<file path="src/rtl/exec_div_seq.sv">
// exec_div_seq: multi-cycle integer divide sequencer for the execute stage.
// Accepts one op by start/ready handshake, runs a W_OPR-step restoring
// shift/subtract loop, and holds the quotient or remainder with the exec
// flag vector {overflow, sign, zero, carry} until the consumer acks it.
//
// Ports:
//   clk_i      clock, rising edge
//   rst_n_i    asynchronous active-low reset
//   start_i    op request, accepted when start_i && ready_o
//   opr1_i     dividend, sampled at accept
//   opr2_i     divisor, sampled at accept
//   signed_i   1 = two's-complement divide, 0 = unsigned
//   sel_rem_i  1 = return remainder, 0 = quotient
//   abort_i    flush; kills any op in flight (wins over start_i/ack_i)
//   ack_i      consumer takes the result when valid_o && ack_i
//   ready_o    high in IDLE
//   busy_o     high in PREP, CALC, FIX
//   valid_o    high in DONE; result_o/flags_o valid
//   result_o   quotient or remainder
//   flags_o    {overflow, sign, zero, carry}
module exec_div_seq #(
    parameter int unsigned W_OPR   = 32,
    parameter int unsigned W_FLAGS = 4,
    parameter int unsigned W_CNT   = 6
) (
    input  logic               clk_i,
    input  logic               rst_n_i,
    input  logic               start_i,
    input  logic [W_OPR-1:0]   opr1_i,
    input  logic [W_OPR-1:0]   opr2_i,
    input  logic               signed_i,
    input  logic               sel_rem_i,
    input  logic               abort_i,
    input  logic               ack_i,
    output logic               ready_o,
    output logic               busy_o,
    output logic               valid_o,
    output logic [W_OPR-1:0]   result_o,
    output logic [W_FLAGS-1:0] flags_o
);

    localparam int unsigned FLAG_OVF  = 3;
    localparam int unsigned FLAG_SIGN = 2;
    localparam int unsigned FLAG_ZERO = 1;
    localparam int unsigned FLAG_CARRY = 0;

    localparam logic [W_OPR-1:0] INT_MIN   = {1'b1, {(W_OPR-1){1'b0}}};
    localparam logic [W_CNT-1:0] CNT_START = W_CNT'(W_OPR - 1);

    typedef enum logic [2:0] {
        S_IDLE = 3'd0,
        S_PREP = 3'd1,
        S_CALC = 3'd2,
        S_FIX  = 3'd3,
        S_DONE = 3'd4
    } state_t;

    state_t state_q, state_d;

    // Datapath registers: dvd_q holds the dividend and shifts into the quotient.
    logic [W_OPR-1:0]   dvd_q,   dvd_d;
    logic [W_OPR-1:0]   dvs_q,   dvs_d;
    logic [W_OPR-1:0]   rem_q,   rem_d;
    logic [W_CNT-1:0]   cnt_q,   cnt_d;
    logic               sgn_q,   sgn_d;
    logic               rsel_q,  rsel_d;
    logic               neg_q_q, neg_q_d;
    logic               neg_r_q, neg_r_d;
    logic [W_OPR-1:0]   result_d;
    logic [W_FLAGS-1:0] flags_d;
    logic               ready_d, busy_d, valid_d;

    // Accept-cycle decode of the two special cases.
    logic div_zero_c;
    logic int_ovf_c;
    logic accept_c;

    assign div_zero_c = (opr2_i == '0);
    assign int_ovf_c  = signed_i && (opr1_i == INT_MIN) && (opr2_i == '1);
    assign accept_c   = start_i && !abort_i && (state_q == S_IDLE);

    // One restoring step: remainder gets the next dividend bit, then trial-subtract.
    logic [W_OPR:0]   rem_sh_c;
    logic             ge_c;
    logic [W_OPR-1:0] sub_c;

    assign rem_sh_c = {rem_q, dvd_q[W_OPR-1]};
    assign ge_c     = (rem_sh_c >= {1'b0, dvs_q});
    assign sub_c    = rem_sh_c[W_OPR-1:0] - dvs_q;

    // Sign fix-up of the magnitude results.
    logic [W_OPR-1:0] quo_fix_c;
    logic [W_OPR-1:0] rem_fix_c;

    assign quo_fix_c = neg_q_q ? (~dvd_q + 1'b1) : dvd_q;
    assign rem_fix_c = neg_r_q ? (~rem_q + 1'b1) : rem_q;

    function automatic logic [W_FLAGS-1:0] mk_flags(input logic ovf, input logic [W_OPR-1:0] res);
        logic [W_FLAGS-1:0] f;
        f             = '0;
        f[FLAG_OVF]   = ovf;
        f[FLAG_SIGN]  = res[W_OPR-1];
        f[FLAG_ZERO]  = ~|res;
        f[FLAG_CARRY] = 1'b0;
        return f;
    endfunction

    // State register.
    always_ff @(posedge clk_i or negedge rst_n_i) begin
        if (!rst_n_i) begin
            state_q <= S_IDLE;
        end else begin
            state_q <= state_d;
        end
    end

    // Next-state logic; abort overrides everything.
    always_comb begin
        state_d = state_q;
        if (abort_i) begin
            state_d = S_IDLE;
        end else begin
            unique case (state_q)
                S_IDLE: begin
                    if (start_i) begin
                        state_d = (div_zero_c || int_ovf_c) ? S_DONE : S_PREP;
                    end
                end
                S_PREP: state_d = S_CALC;
                S_CALC: begin
                    if (cnt_q == '0) begin
                        state_d = S_FIX;
                    end
                end
                S_FIX:  state_d = S_DONE;
                S_DONE: begin
                    if (ack_i) begin
                        state_d = S_IDLE;
                    end
                end
                default: state_d = S_IDLE;
            endcase
        end
    end

    // Output / datapath next-value logic.
    always_comb begin
        dvd_d    = dvd_q;
        dvs_d    = dvs_q;
        rem_d    = rem_q;
        cnt_d    = cnt_q;
        sgn_d    = sgn_q;
        rsel_d   = rsel_q;
        neg_q_d  = neg_q_q;
        neg_r_d  = neg_r_q;
        result_d = result_o;
        flags_d  = flags_o;

        ready_d  = (state_d == S_IDLE);
        busy_d   = (state_d == S_PREP) || (state_d == S_CALC) || (state_d == S_FIX);
        valid_d  = (state_d == S_DONE);

        unique case (state_q)
            S_IDLE: begin
                if (accept_c) begin
                    dvd_d  = opr1_i;
                    dvs_d  = opr2_i;
                    sgn_d  = signed_i;
                    rsel_d = sel_rem_i;
                    if (div_zero_c) begin
                        result_d = sel_rem_i ? opr1_i : '1;
                        flags_d  = mk_flags(1'b1, sel_rem_i ? opr1_i : '1);
                    end else if (int_ovf_c) begin
                        // Remainder of INT_MIN / -1 is exact; only the quotient overflows.
                        result_d = sel_rem_i ? '0 : INT_MIN;
                        flags_d  = mk_flags(!sel_rem_i, sel_rem_i ? '0 : INT_MIN);
                    end
                end
            end
            S_PREP: begin
                if (sgn_q) begin
                    dvd_d = dvd_q[W_OPR-1] ? (~dvd_q + 1'b1) : dvd_q;
                    dvs_d = dvs_q[W_OPR-1] ? (~dvs_q + 1'b1) : dvs_q;
                end
                neg_q_d = sgn_q && (dvd_q[W_OPR-1] ^ dvs_q[W_OPR-1]);
                neg_r_d = sgn_q && dvd_q[W_OPR-1];
                rem_d   = '0;
                cnt_d   = CNT_START;
            end
            S_CALC: begin
                rem_d = ge_c ? sub_c : rem_sh_c[W_OPR-1:0];
                dvd_d = {dvd_q[W_OPR-2:0], ge_c};
                cnt_d = cnt_q - 1'b1;
            end
            S_FIX: begin
                result_d = rsel_q ? rem_fix_c : quo_fix_c;
                flags_d  = mk_flags(1'b0, rsel_q ? rem_fix_c : quo_fix_c);
            end
            S_DONE: begin
            end
            default: begin
            end
        endcase
    end

    // Datapath and output registers.
    always_ff @(posedge clk_i or negedge rst_n_i) begin
        if (!rst_n_i) begin
            dvd_q    <= '0;
            dvs_q    <= '0;
            rem_q    <= '0;
            cnt_q    <= '0;
            sgn_q    <= 1'b0;
            rsel_q   <= 1'b0;
            neg_q_q  <= 1'b0;
            neg_r_q  <= 1'b0;
            result_o <= '0;
            flags_o  <= '0;
            ready_o  <= 1'b1;
            busy_o   <= 1'b0;
            valid_o  <= 1'b0;
        end else begin
            dvd_q    <= dvd_d;
            dvs_q    <= dvs_d;
            rem_q    <= rem_d;
            cnt_q    <= cnt_d;
            sgn_q    <= sgn_d;
            rsel_q   <= rsel_d;
            neg_q_q  <= neg_q_d;
            neg_r_q  <= neg_r_d;
            result_o <= result_d;
            flags_o  <= flags_d;
            ready_o  <= ready_d;
            busy_o   <= busy_d;
            valid_o  <= valid_d;
        end
    end

endmodule

</file>
<file path="config.mk">
export PLATFORM = sky130hd
export DESIGN_NAME = exec_div_seq
export DESIGN_NICKNAME = d
export VERILOG_FILES = /design/src/rtl/exec_div_seq.sv
export SDC_FILE = /design/constraint.sdc
export NUM_CORES = 1
export LEC_CHECK = 0
export CORE_MARGIN = 2
export CORE_UTILIZATION = 40
export CTS_CLUSTER_DIAMETER = 200
export DETAILED_ROUTE_END_ITERATION = 6
export PLACE_DENSITY_LB_ADDON = 0.08
export SLEW_MARGIN = 5
export SYNTH_ARGS = -nofsm -noshare
export SYNTH_HDL_FRONTEND = slang
export SYNTH_SLANG_ARGS = --single-unit
</file>
<file path="constraint.sdc">
create_clock -name clk_i -period 9 [get_ports clk_i]
set_input_delay 1.35 -clock clk_i [delete_from_list [all_inputs] [get_ports clk_i]]
set_output_delay 1.35 -clock clk_i [all_outputs]
set_load 0.05 [all_outputs]
</file>
Word-level counts from Yosys, hierarchy flattened
Cells that the tools add are included.
{"block": "word_totals", "reg_bits": 148, "out_inout_bits": 39, "elab_cells": 102}
{"block": "classes", "add_sub_neg": 5, "n_lt_le_gt_ge": 1, "n_eq_ne": 15, "n_mux": 30, "bitwise_logic": 4, "n_reduce_logical": 31}
{"cell": "$mux W32", "n": 15}
{"cell": "$pmux W32 S2", "n": 3}
{"cell": "$add A32 B1 Y32 const B", "n": 3}
{"cell": "$not A32 Y32", "n": 3}
{"cell": "$pmux W32 S3", "n": 1}
{"cell": "$reduce_or A32 Y1", "n": 3}
{"cell": "$eq A32 B32 Y1 const B", "n": 2}
{"cell": "$ge A33 B32 Y1", "n": 1}
{"cell": "$logic_not A32 Y1", "n": 1}
{"cell": "$sub A32 B32 Y32", "n": 1}
{"cell": "$mux W3", "n": 5}
{"cell": "$pmux W3 S5", "n": 1}
{"cell": "$eq A3 B2 Y1 const B", "n": 4}
{"cell": "$mux W4", "n": 3}
{"cell": "$pmux W6 S2", "n": 1}
{"cell": "$reduce_and A3 Y1", "n": 3}
{"cell": "$ne A2 B2 Y1 const B", "n": 4}
{"cell": "$pmux W4 S2", "n": 1}
{"cell": "$reduce_and A4 Y1", "n": 2}
{"cell": "$eq A3 B1 Y1 const B", "n": 2}
{"cell": "$eq A3 B3 Y1 const B", "n": 2}
{"cell": "$logic_and A1 B1 Y1", "n": 6}
{"cell": "$logic_not A3 Y1", "n": 2}
{"cell": "$logic_not A6 Y1", "n": 1}
{"cell": "8 further kinds", "n": 16}

Longest topological paths before layout
{"block": "depth", "depth_word": 11, "ltp_mapped": 15, "ltp_nobuf": 13}

Least setup slack after synthesis
Ideal clock, no wire load.
{"block": "synth_path", "kind": "register to register", "startpoint": "reg dvd_q[16]", "endpoint": "reg flags_o[1]", "setup_time_ns": 0.092, "arrival_ns": 3.393, "required_ns": 8.908, "slack_ns": 5.515, "path_stages_with_launch": 16, "path_buffers": 3, "path_cell_list": "dfrtp_1 -> buf_2 -> or3_1 -> buf_2 -> or4_4 -> or4_1 -> clkbuf_1 -> nor3_1 -> ha_1 -> mux2i_1 -> nor2_1 -> a21oi_1 -> nor2_1 -> nand4_1 -> or4_1 -> o31ai_2"}
{"block": "synth_via", "elab_chain_cells": 7}
{"item": "from (decl)", "line_no": "61", "source": "logic [W_OPR-1:0] dvd_q, dvd_d;"}
{"item": "from (signal assigned)", "line_no": "223", "source": "dvd_q <= dvd_d;"}
{"item": "$not A32 Y32", "line_no": "95", "source": "assign quo_fix_c = neg_q_q ? (~dvd_q + 1'b1) : dvd_q;"}
{"item": "$add A32 B1 Y32", "line_no": "95"}
{"item": "$mux W32 *", "line_no": "95"}
{"item": "$mux W32 *", "line_no": "197", "source": "flags_d = mk_flags(1'b0, rsel_q ? rem_fix_c : quo_fix_c);"}
{"item": "$reduce_or A32 Y1 *", "line_no": "103", "source": "f[FLAG_ZERO] = ~|res;"}
{"item": "$logic_not A1 Y1 *", "line_no": "103"}
{"item": "$pmux W4 S2 *", "line_no": "163", "source": "unique case (state_q)"}
{"item": "to (signal assigned)", "line_no": "232", "source": "flags_o <= flags_d;"}
{"item": "to (decl)", "line_no": "39", "source": "output logic [W_FLAGS-1:0] flags_o"}
Every way passes the cells marked *; elsewhere a longest branch is shown, timed or not.
A chain may end at the register's enable or synchronous reset.

Final worst setup path
{"block": "layout_path", "startpoint": "in abort_i", "endpoint": "reg flags_o[1]"}
{"block": "layout_via", "elab_chain_cells": 5}
{"item": "from (decl)", "line_no": "33", "source": "input logic abort_i,"}
{"item": "$logic_not A1 Y1", "line_no": "80", "source": "assign accept_c = start_i && !abort_i && (state_q == S_IDLE);"}
{"item": "$logic_and A1 B1 Y1 (2 in a row)", "line_no": "80"}
{"item": "$ne A2 B2 Y1 (no source line)"}
{"item": "$reduce_and A3 Y1 (no source line)"}
Every way passes these cells.

==> results by group <==
Routing
  – DR iter-0 viols: between 1000 and 1500
  – Drt wl/cell: 22.6 um
  – Post-Route WL: 43700 um
  – Remaining DRCs: 0
  – DR pass1 iterations: 6
  – Vias: around 12000
  – Antenna-violating nets left: 0
  – Avg Vias per Cell: about 6

Synthesis
  – Flops & latches, synth: 146
  – Main synth FF type: dfrtp_1
  – Avg Cell Area, Syn: between 7 and 8 sq um
  – Syn Nets: approximately 1600
  – Synth warn: 0
  – Post-synth EDFFs: 0
  – Post-synth cell types: a little under 90
  – Area of the mapped netlist: around 0.012 sq mm
  – Sequential share of the synthesized area: between 30% and 40%
  – Post-synth ARST share: between 90% and 100%
  – Synth Instances: 1506

Placement
  – Final GP Congestion: about 0.92
  – Port bufs: about 110
  – Final HPWL DP: roughly 32000 um

Global route
  – Vias in the first global route: approximately 11000
  – Grt met1 use: a little under two fifths
  – Busiest grt layer: met2
  – GR Util met2: between 40 and 50%
  – Met3 Usage GRT: under 10%
  – GR Util All Layers: between 20% and 30%
  – Initial antenna violation count: 0
  – Largest net degree at the start of global routing: between 70 and 80
  – Total gr overflow: 0
  – First-pass GRT wire length: between 60000 and 70000 um

Die
  – Num ports: 110
  – # rows: 63
  – DIE HEIGHT: around 180 um
  – DIE AREA: 0.0311 sq mm
  – Core area: 0.0295 sq mm
  – Initial Utilization: between 40% and 50%
  – Die W: 176 um

Timing
  – # setup viols final: 0
  – Final hold vios: 0
  – Worst-Margin Slew: approximately 1.1 ns
  – Max-slew headroom: a little over a quarter
  – Period utilization: between 40% and 50%
  – Pins Over Slew Limit: 0
  – Final setup TNS: 0 ns
  – Clock skew: ~0.011 ns
  – RSZ-0062 raised after global routing: false
  – Tmin final: between 4 and 5 ns
  – Fmax achieved: between 200 and 250 MHz

Setup path
  – Cells along the critical path: clkdlybuf4s50_1 -> nand2b_1 -> o21ai_0 -> and2_1 -> nand2_1 -> o21ai_4 -> buf_4 -> and2b_1 -> nand4_1 -> or4_1 -> o31ai_2
  – Data arrival, critical path: roughly 4.8 ns
  – CP Depth: 11
  – Slowest CP cell: and2_1
  – Worst path bufs/invs: 2
  – Critical Path RT: 9.36 ns
  – Reg2reg end: flags_o[1]$_DFFE_PN0P_
  – Slowest cell delay on critical path: approximately 0.56 ns
  – R2R Path Start: dvd_q[5]$_DFFE_PN0P_
  – Worst r2r path cells: 12
  – Crit Path Category: input pin to register
  – CP Max Fanout: 67
  – R2R setup slack: ~4.8 ns
  – Endpoint class of the critical path: register
  – Crit start category: input pin
  – CP delay by family, top: simple AND/OR/NAND/NOR gates

Min path
  – Hold Path End: cnt_q[4]$_DFFE_PN0N_
  – Worst Hold Class: register to register
  – HP Start: cnt_q[4]$_DFFE_PN0N_
  – Worst hold path stage count: 1

Clocking
  – Clock slew at reported path FFs: ~0.060 ns
  – H-tree Lvls: 4
  – CTS tree: done
  – Post-CTS Setup Bufs: 0
  – Clock Path Buffers: 2
  – Hold_buf cts: 0
  – Num CTS Buffers: 17
  – Clock root buffer: clkbuf_16
  – # resized after CTS: 0
  – Clock tree sinks: between 100 and 150
  – Clk_lat worst skew: approximately 0.45 ns

Finish
  – Final core occ: between 40% and 50%
  – ANT cells: 0
  – Area Growth Syn to Fin: 14.9%
  – Most common cell after layout, fill and taps aside: o21ai_0
  – NumNets Final: around 1600
  – Share of cells above drive strength 1: ~5.6%
  – Commonest non-fill, non-tap cells in the layout: 168 x o21ai_0, 145 x dfrtp_1, 130 x nor2_1, 117 x a21oi_1
  – Fill cells: 3015

Pwr
  – Tot Pwr: roughly 3.8 mW
  – Power Density: 277 mW/mm^2
  – Pleak: approximately 5.3 nW
  – Max VDD drop: ~0.00010 V

Status
  – Status: complete, no violations

Run
  – Maxcap violations: 0
## worst reg2reg max path, cell delays in order, from the launching register on
cell     delay [ns]
dfrtp_1        0.49
nor4_1         0.69
nand3_1        0.52
or4_1          0.77
nor3_1         0.25
ha_1           0.15
mux2i_1        0.09
nor2_1         0.13
a21oi_1        0.11
nor2_1         0.15
nand4_1        0.10
or4_1          0.55
o31ai_2        0.18
## through the flow
step	instance area, sq um	setup WS, ns	hold slack [ns]	instances
after floorplan	11900	5.52	0.446	1506
after global placement	13100	4.16	0.467	1905
after detailed placement	13100	4.06	0.472	1905
after CTS	13700	4.54	0.478	1937
after global routing	13700	4.38	0.510	1937
final	13700	4.58	0.479	1937
## how the worst max path moves through the flow
stage | start | to | slack (ns)
2_1_floorplan | dvd_q[16]$_DFFE_PN0P_ | flags_o[1]$_DFFE_PN0P_ | 5.52
3_3_place_gp | abort_i | flags_o[1]$_DFFE_PN0P_ | 4.16
3_5_place_dp | abort_i | flags_o[1]$_DFFE_PN0P_ | 4.06
4_1_cts | abort_i | flags_o[1]$_DFFE_PN0P_ | 4.54
5_1_grt | abort_i | flags_o[1]$_DFFE_PN0P_ | 4.38
6_report | abort_i | flags_o[1]$_DFFE_PN0P_ | 4.58
## synth_stat cells (5+ instances only)
cell type  instances  share of area (%)
nand2b_1          21                1.1
buf_2              7               0.29
or4_1             11               0.69
nor2b_1           21                1.1
a31oi_1           24                1.3
xor2_1            40                2.9
nand4b_1           5               0.37
a222oi_1          10               0.84
a32oi_1           12               0.88
dfrtp_1          145                 31
o22ai_1            7               0.37
clkbuf_1          92                2.9
a211oi_1          10               0.63
nand4_1           28                1.5
a21oi_1          117                4.9
a21o_1            10               0.63
mux2_2            10               0.95
o21ai_0          170                7.2
inv_1             47                1.5
a22oi_1            8               0.51
o41ai_1            9               0.66
nand3_1           29                1.2
clkbuf_8           6               0.69
nor4_1            33                1.7
ha_1              38                4.0
nor2_1           131                4.1
o31ai_1           13               0.82
nand2_1          107                3.4
or2_2              7               0.37
o311ai_0          11               0.81
a221oi_1          22                1.6
or3_1             21                1.1
xnor2_1           39                2.9
nor3b_1           11               0.69
o211ai_1           8               0.51
mux2i_1           41                3.5
and3_1            13               0.68
nor3_1            92                3.9
## registers in the layout (all words and copies together), names as in the netlist, 3 cells and up
name / count
cnt_q: 6
dvs_q: 32
state_q: 3
result_o: 31
dvd_q: 32
flags_o: 3
rem_q: 32
## where the power goes
part / internal [mW] / switching (mW) / total [mW] / leakage [nW]
combinational: 0.685 / 1.23 / 1.91 / 3.20
sequential: 0.853 / 0.275 / 1.13 / 1.84
clock: 0.430 / 0.305 / 0.735 / 0.287
## logic make-up after synthesis
family	share of synthesized area, %
buffers and inverters	6.21
and+or+nand+nor	23.8
other	0.0316
DFF	30.8
muxes	4.40
AOI/OAI and AO/OA	24.8
adders and majority gates	4.17
xor gates and xnor gates	5.82
## metal layers
layer  routed length (um)  part of all wire, %
met1                18900                   43
met2                20700                   47
met3                 2480                  5.7
met4                 1700                  3.9
met5                    0                    0
## final cells by class
cell class / count / area, sq um / share of cell area (%)
clock buffers: 23 / 478 / 3.50
repair buffers: 126 / 1220 / 8.91
inverters: 49 / 184 / 1.35
well taps: 390 / 488 / 3.57
flip-flops and latches: 146 / 3650 / 26.8
clock inverters: 9 / 105 / 0.769
multi-input cells: 1194 / 7530 / 55.2
No activity file was read; power rests on OpenSTA's default activity.
